### src/rtl/sync_filter.sv
// Multi-channel CDC synchroniser with per-channel glitch filter and registered
// rise/fall pulses on every filtered transition.
module sync_filter #(
    parameter int unsigned                NumChannels  = 1,
    parameter int unsigned                Stages       = 2,
    parameter logic [NumChannels-1:0]     ResetValue   = '0,
    parameter int unsigned                FilterCycles = 1
) (
    input  logic                   clk_i,
    input  logic                   rst_ni,
    input  logic                   clr_i,
    input  logic [NumChannels-1:0] serial_i,
    output logic [NumChannels-1:0] serial_o,
    output logic [NumChannels-1:0] rise_o,
    output logic [NumChannels-1:0] fall_o
);

    localparam int unsigned CntW = (FilterCycles > 1) ? $clog2(FilterCycles) : 1;
    localparam logic [CntW-1:0] CntMax = CntW'(FilterCycles - 1);

    if (Stages < 2) begin : g_bad_stages
        $error("sync_filter: Stages must be >= 2");
    end
    if (FilterCycles < 1) begin : g_bad_filter
        $error("sync_filter: FilterCycles must be >= 1");
    end
    if (NumChannels < 1) begin : g_bad_channels
        $error("sync_filter: NumChannels must be >= 1");
    end

    (* async_reg = "true", dont_touch = "true" *)
    logic [NumChannels-1:0] sync_q [Stages];

    logic [NumChannels-1:0] sync_s;
    logic [NumChannels-1:0] level_q, level_d;
    logic [NumChannels-1:0] update;
    logic [NumChannels-1:0] rise_q, fall_q;
    logic [CntW-1:0]        cnt_q [NumChannels];
    logic [CntW-1:0]        cnt_d [NumChannels];

    // Plain flop chain: nothing may sit between stages.
    always_ff @(posedge clk_i) begin
        if (!rst_ni || clr_i) begin
            for (int i = 0; i < Stages; i++) begin
                sync_q[i] <= ResetValue;
            end
        end else begin
            sync_q[0] <= serial_i;
            for (int i = 1; i < Stages; i++) begin
                sync_q[i] <= sync_q[i-1];
            end
        end
    end

    assign sync_s = sync_q[Stages-1];

    always_comb begin
        update = '0;
        for (int c = 0; c < NumChannels; c++) begin
            cnt_d[c] = '0;
            if (sync_s[c] != level_q[c]) begin
                if (cnt_q[c] == CntMax) begin
                    update[c] = 1'b1;
                end else begin
                    cnt_d[c] = cnt_q[c] + CntW'(1);
                end
            end
        end
        level_d = level_q ^ update;
    end

    always_ff @(posedge clk_i) begin
        if (!rst_ni || clr_i) begin
            level_q <= ResetValue;
            rise_q  <= '0;
            fall_q  <= '0;
            for (int c = 0; c < NumChannels; c++) begin
                cnt_q[c] <= '0;
            end
        end else begin
            level_q <= level_d;
            rise_q  <= update & sync_s;
            fall_q  <= update & ~sync_s;
            for (int c = 0; c < NumChannels; c++) begin
                cnt_q[c] <= cnt_d[c];
            end
        end
    end

    assign serial_o = level_q;
    assign rise_o   = rise_q;
    assign fall_o   = fall_q;

endmodule

### config.mk
export PLATFORM = sky130hd
export DESIGN_NAME = sync_filter
export DESIGN_NICKNAME = d
export VERILOG_FILES = /design/src/rtl/sync_filter.sv
export SDC_FILE = /design/constraint.sdc
export NUM_CORES = 1
export LEC_CHECK = 0
export CORE_AREA = 3 3 40 42
export DETAILED_ROUTE_END_ITERATION = 8
export DIE_AREA = 0 0 43 45
export PLACE_DENSITY = 0.4
export SYNTH_ARGS = -nofsm -noshare
export SYNTH_HDL_FRONTEND = slang
export SYNTH_SLANG_ARGS = --single-unit
### constraint.sdc
create_clock -name clk_i -period 1.2 [get_ports clk_i]
set_input_delay 0.12 -clock clk_i [delete_from_list [all_inputs] [get_ports clk_i]]
set_output_delay 0.12 -clock clk_i [all_outputs]
set_load 0.03 [all_outputs]
* Word level (Yosys, flattened, before mapping)
Memory sizes are Yosys's and may differ from the RTL's.
Index checks and enable logic that the tools add are counted.
** Word-level totals
- RAM bits :: 3
- Output and inout bits :: 3
- Flip-flop bits (word level) :: 3
- Memories kept :: 2
- Bits of input ports :: 4
- Word-level logic and storage cells :: 27
** Memories
- sync_q :: depth 2, bits a word 1, rd ports 2, clocked after Yosys merged registers in 0, write ports 2, RTL line 32 : logic [NumChannels-1:0] sync_q [Stages];
- cnt_q :: depth 1, bits a word 1, rd ports 1, clocked after Yosys merged registers in 0, write ports 1, RTL line 38 : logic [CntW-1:0] cnt_q [NumChannels];
** Operators by class
- Mux-type cells :: 11
- Bitwise logic cells :: 6
- Eq/ne operators :: 1
- Reductions and logical operators :: 3
- Add/sub/neg operators :: 1
** Operators by type and width (number)
- $mux W1 :: 11
- $and A1 B1 Y1 :: 2
- $or A1 B1 Y1 :: 2
- $add A1 B1 Y1 const B :: 1
- $logic_not A1 Y1 :: 1
- $logic_or A1 B1 Y1 :: 1
- $ne A1 B1 Y1 :: 1
- $not A1 Y1 :: 1
- $reduce_or A1 Y1 :: 1
- $xor A1 B1 Y1 :: 1

* Longest topological paths before layout
- Word-level depth :: 5
- Gate-level depth with buffers :: 4
- Depth with buffers taken out :: 4

* Worst setup path after synthesis
No wires, ideal clock.
- Kind :: register to register
- Start :: register level_q (netlist: serial_o)
- End :: register level_q (netlist: serial_o)
- Period minus slack after synthesis :: 1.294 ns
- Stages on the path, launching flop included :: 5
- Library setup time :: 0.115 ns
- Setup slack :: -0.094 ns
- Path buffers :: 0
- Required time :: 1.085 ns
- Data arrival time :: 1.179 ns
- Cell sequence :: dfxtp_1 inv_1 ha_1 xnor2_1 and2_1
** Between the ends
- Longest elaborated chain between the ends :: 3
** RTL lines
- from (decl) :: RTL line 35 : logic [NumChannels-1:0] level_q, level_d;
- from (signal assigned) :: RTL line 74 : level_q <= ResetValue;
- from (signal assigned) :: RTL line 81 : level_q <= level_d;
- $ne A1 B1 Y1 :: RTL line 61 : if (sync_s[c] != level_q[c]) begin
- $mux W1 :: RTL line 61
- $xor A1 B1 Y1 (*) :: RTL line 69 : level_d = level_q ^ update;
Mark *: on every way between the ends. The rest lies on a longest branch, timed or not.
A chain may end at the register's enable or synchronous reset.

* Final worst setup path
- Start :: register level_q (netlist: serial_o)
- End :: output serial_o
** RTL lines
- to (decl) :: RTL line 13 : output logic [NumChannels-1:0] serial_o,
No word-level cell between the ends.

==> results.ini <==
[outcome]
status=complete, no violations

[floorplanning]
io-pin-count=7
dieArea_um2=1940
coreArea_um2=1280
die-height_um=45
fp-row-count=13
initial_core_util_pct=14.1
die_width_um=43

[clock_network]
cts_setup_buffers=0
cts_sinks=5
clockBufferDepth=2
clkTransAtPathRegs_ps=40
htreeDepth=1
cts_tree=built
cts_buffers=3
clkLatencyLatePin_ps=240
clock-root-buffer=clkbuf_4

[synth]
ys_seq_elements=5
ys.warnings.count=0
synth_nets=22
syn_avg_cell_area_um2=11.3
synth-seq-area-share_pct=55.2
netlist_area_um2=181
yosysUniqueCellTypes=6
syn_inst=16

[critical_path]
cp_cell_sequence=dlygate4sd2_1
required_ps=1080
rr_worst_depth=4
worstPathArrival_ps=990
slowest_stage=dlygate4sd2_1
critPathTopFamily=buffers and inverters
slowest_delay_ps=400
rrSetupSlack_ps=140
worstSetupEndpointType=output pin
critPathKind=flip-flop to output pin
regToRegEndpoint=serial_o$_SDFF_PP0_
critPathBufInv=1
cp-start-kind=flip-flop
worst_r2r_startpoint=serial_o$_SDFF_PP0_
worstPathMaxFanout=4

[timing]
skew_ps=1.05
hold_viol=0
setup_violations=0
fin_tns_setup_ps=0
fin_crit_sh_pct=92.1
fmax_mhz=905
rsz0062_at_grt=no
slew_headroom_pct=79.9
drv_slew=0
worst-slew-pin-transition_ps=303
hold-worst-slack_ps=427
timing.final.crit_period_ps=1110

[global_route]
grtUsageTotal_pct=4.08
grt_pass1_vias=142
grt_antenna_before_repair=0
grt_pass1_wl_um=483
grt_overflow=0
grt_start_max_net_pins=6

[route]
postRouteAntennaNets=0
routedWlPerCell_um=6.20
vias_per_cell=3.44
drtIter0Drc=0
routed_wl_um=254
drc=0
vias=141
dr.pass1.iters=1

[worst_hold_path]
holdPathStages=1
hp-class=flip-flop to flip-flop
min_from=sync_q[0][0]$_SDFF_PP0_
worstHoldEndpoint=sync_q[0][1]$_SDFF_PP0_

[power]
ir_worst_vdd_uv=424
total_power_mw=0.379
power.leakage_nw=0.127
p_per_area_nw_per_um2=1330

[placement]
portBuffers=6
dp_cells=37
gp_congestion=0.566

[layout]
drive_above_1_share_pct=19.2
final_util_pct=22.1
final_cell_mix=5 x and2_1, 4 x dfxtp_1, 3 x clkbuf_4, 3 x clkdlybuf4s50_1, 3 x dlygate4sd2_1
diodes=0
fin_cells=41
area_delta_synth_final_pct=56.6
layout_commonest_cell=and2_1
layout.nets=33

[flow_run]
max_cap_violations=0

-- final cells by class --
class / count / area (um2)
fill: 141 / 1000
sequential: 5 / 101
multi-input combinational: 9 / 73.8
timing repair buffer: 6 / 56.3
clock buffer: 4 / 26.3
tap: 15 / 18.8
inverter: 2 / 7.51
-- timing repair --
action | in CTS | in global routing
hold buffers | 0 | 0
resized for setup | 3 | 0
setup endpoints to repair | 3 | 0
-- how the worst max path moves through the flow --
stage	start	cells after the start	to	slack, ps
2_1_floorplan	serial_o$_SDFF_PP0_	4	serial_o$_SDFF_PP0_	40
3_3_place_gp	serial_o$_SDFF_PP0_	1	serial_o	70
3_5_place_dp	serial_o$_SDFF_PP0_	1	serial_o	70
4_1_cts	serial_o$_SDFF_PP0_	1	serial_o	80
5_1_grt	serial_o$_SDFF_PP0_	1	serial_o	40
6_report	serial_o$_SDFF_PP0_	1	serial_o	90
-- per-layer routing --
metal | wire length [um] | global-route usage, % | up-vias
met5 | 0 | 0 | -
met4 | 0 | 1.81 | 0
met1 | 94 | 2.42 | 61
met2 | 109 | 5.99 | 9
li1 | - | - | 71
met3 | 50 | 6.37 | 0
-- power by group --
part / internal [mW] / switching [mW] / total [mW]
Clock: 0.125 / 0.0630 / 0.188
Combinational: 0.0134 / 0.00647 / 0.0199
Sequential: 0.170 / 0.00104 / 0.171
-- stage by stage --
step	area, um2	worst slack (ps)
after floorplan	183	39.0
after detailed placement	262	68.7
after CTS	284	78.6
final	284	94.5
after global placement	262	74.7
after global routing	284	38.3
-- worst register-to-register path, stage by stage (launching register included) --
cell     delay, ps
dfxtp_2        350
inv_1           50
ha_1           290
xnor2_1        120
and2_1         140
-- kinds of logic after synthesis --
group | count (synthesis) | share of synthesized area, %
xor+xnor | 1 | 4.83
fa+ha+maj | 2 | 13.8
buf+inv | 2 | 4.14
flops | 5 | 55.2
simple gates | 6 | 22.1
-- synth_stat cells --
cell type / count / share of area, %
inv_1: 2 / 4.1
and2_1: 5 / 17
ha_1: 2 / 14
dfxtp_1: 5 / 55
xnor2_1: 1 / 4.8
nor2b_2: 1 / 4.8
-- sequential cells by signal (all words and copies together), names as in the netlist --
register	count
rise_o	1
serial_o	1
sync_q	2
fall_o	1
No activity file was read; power rests on OpenSTA's default activity.
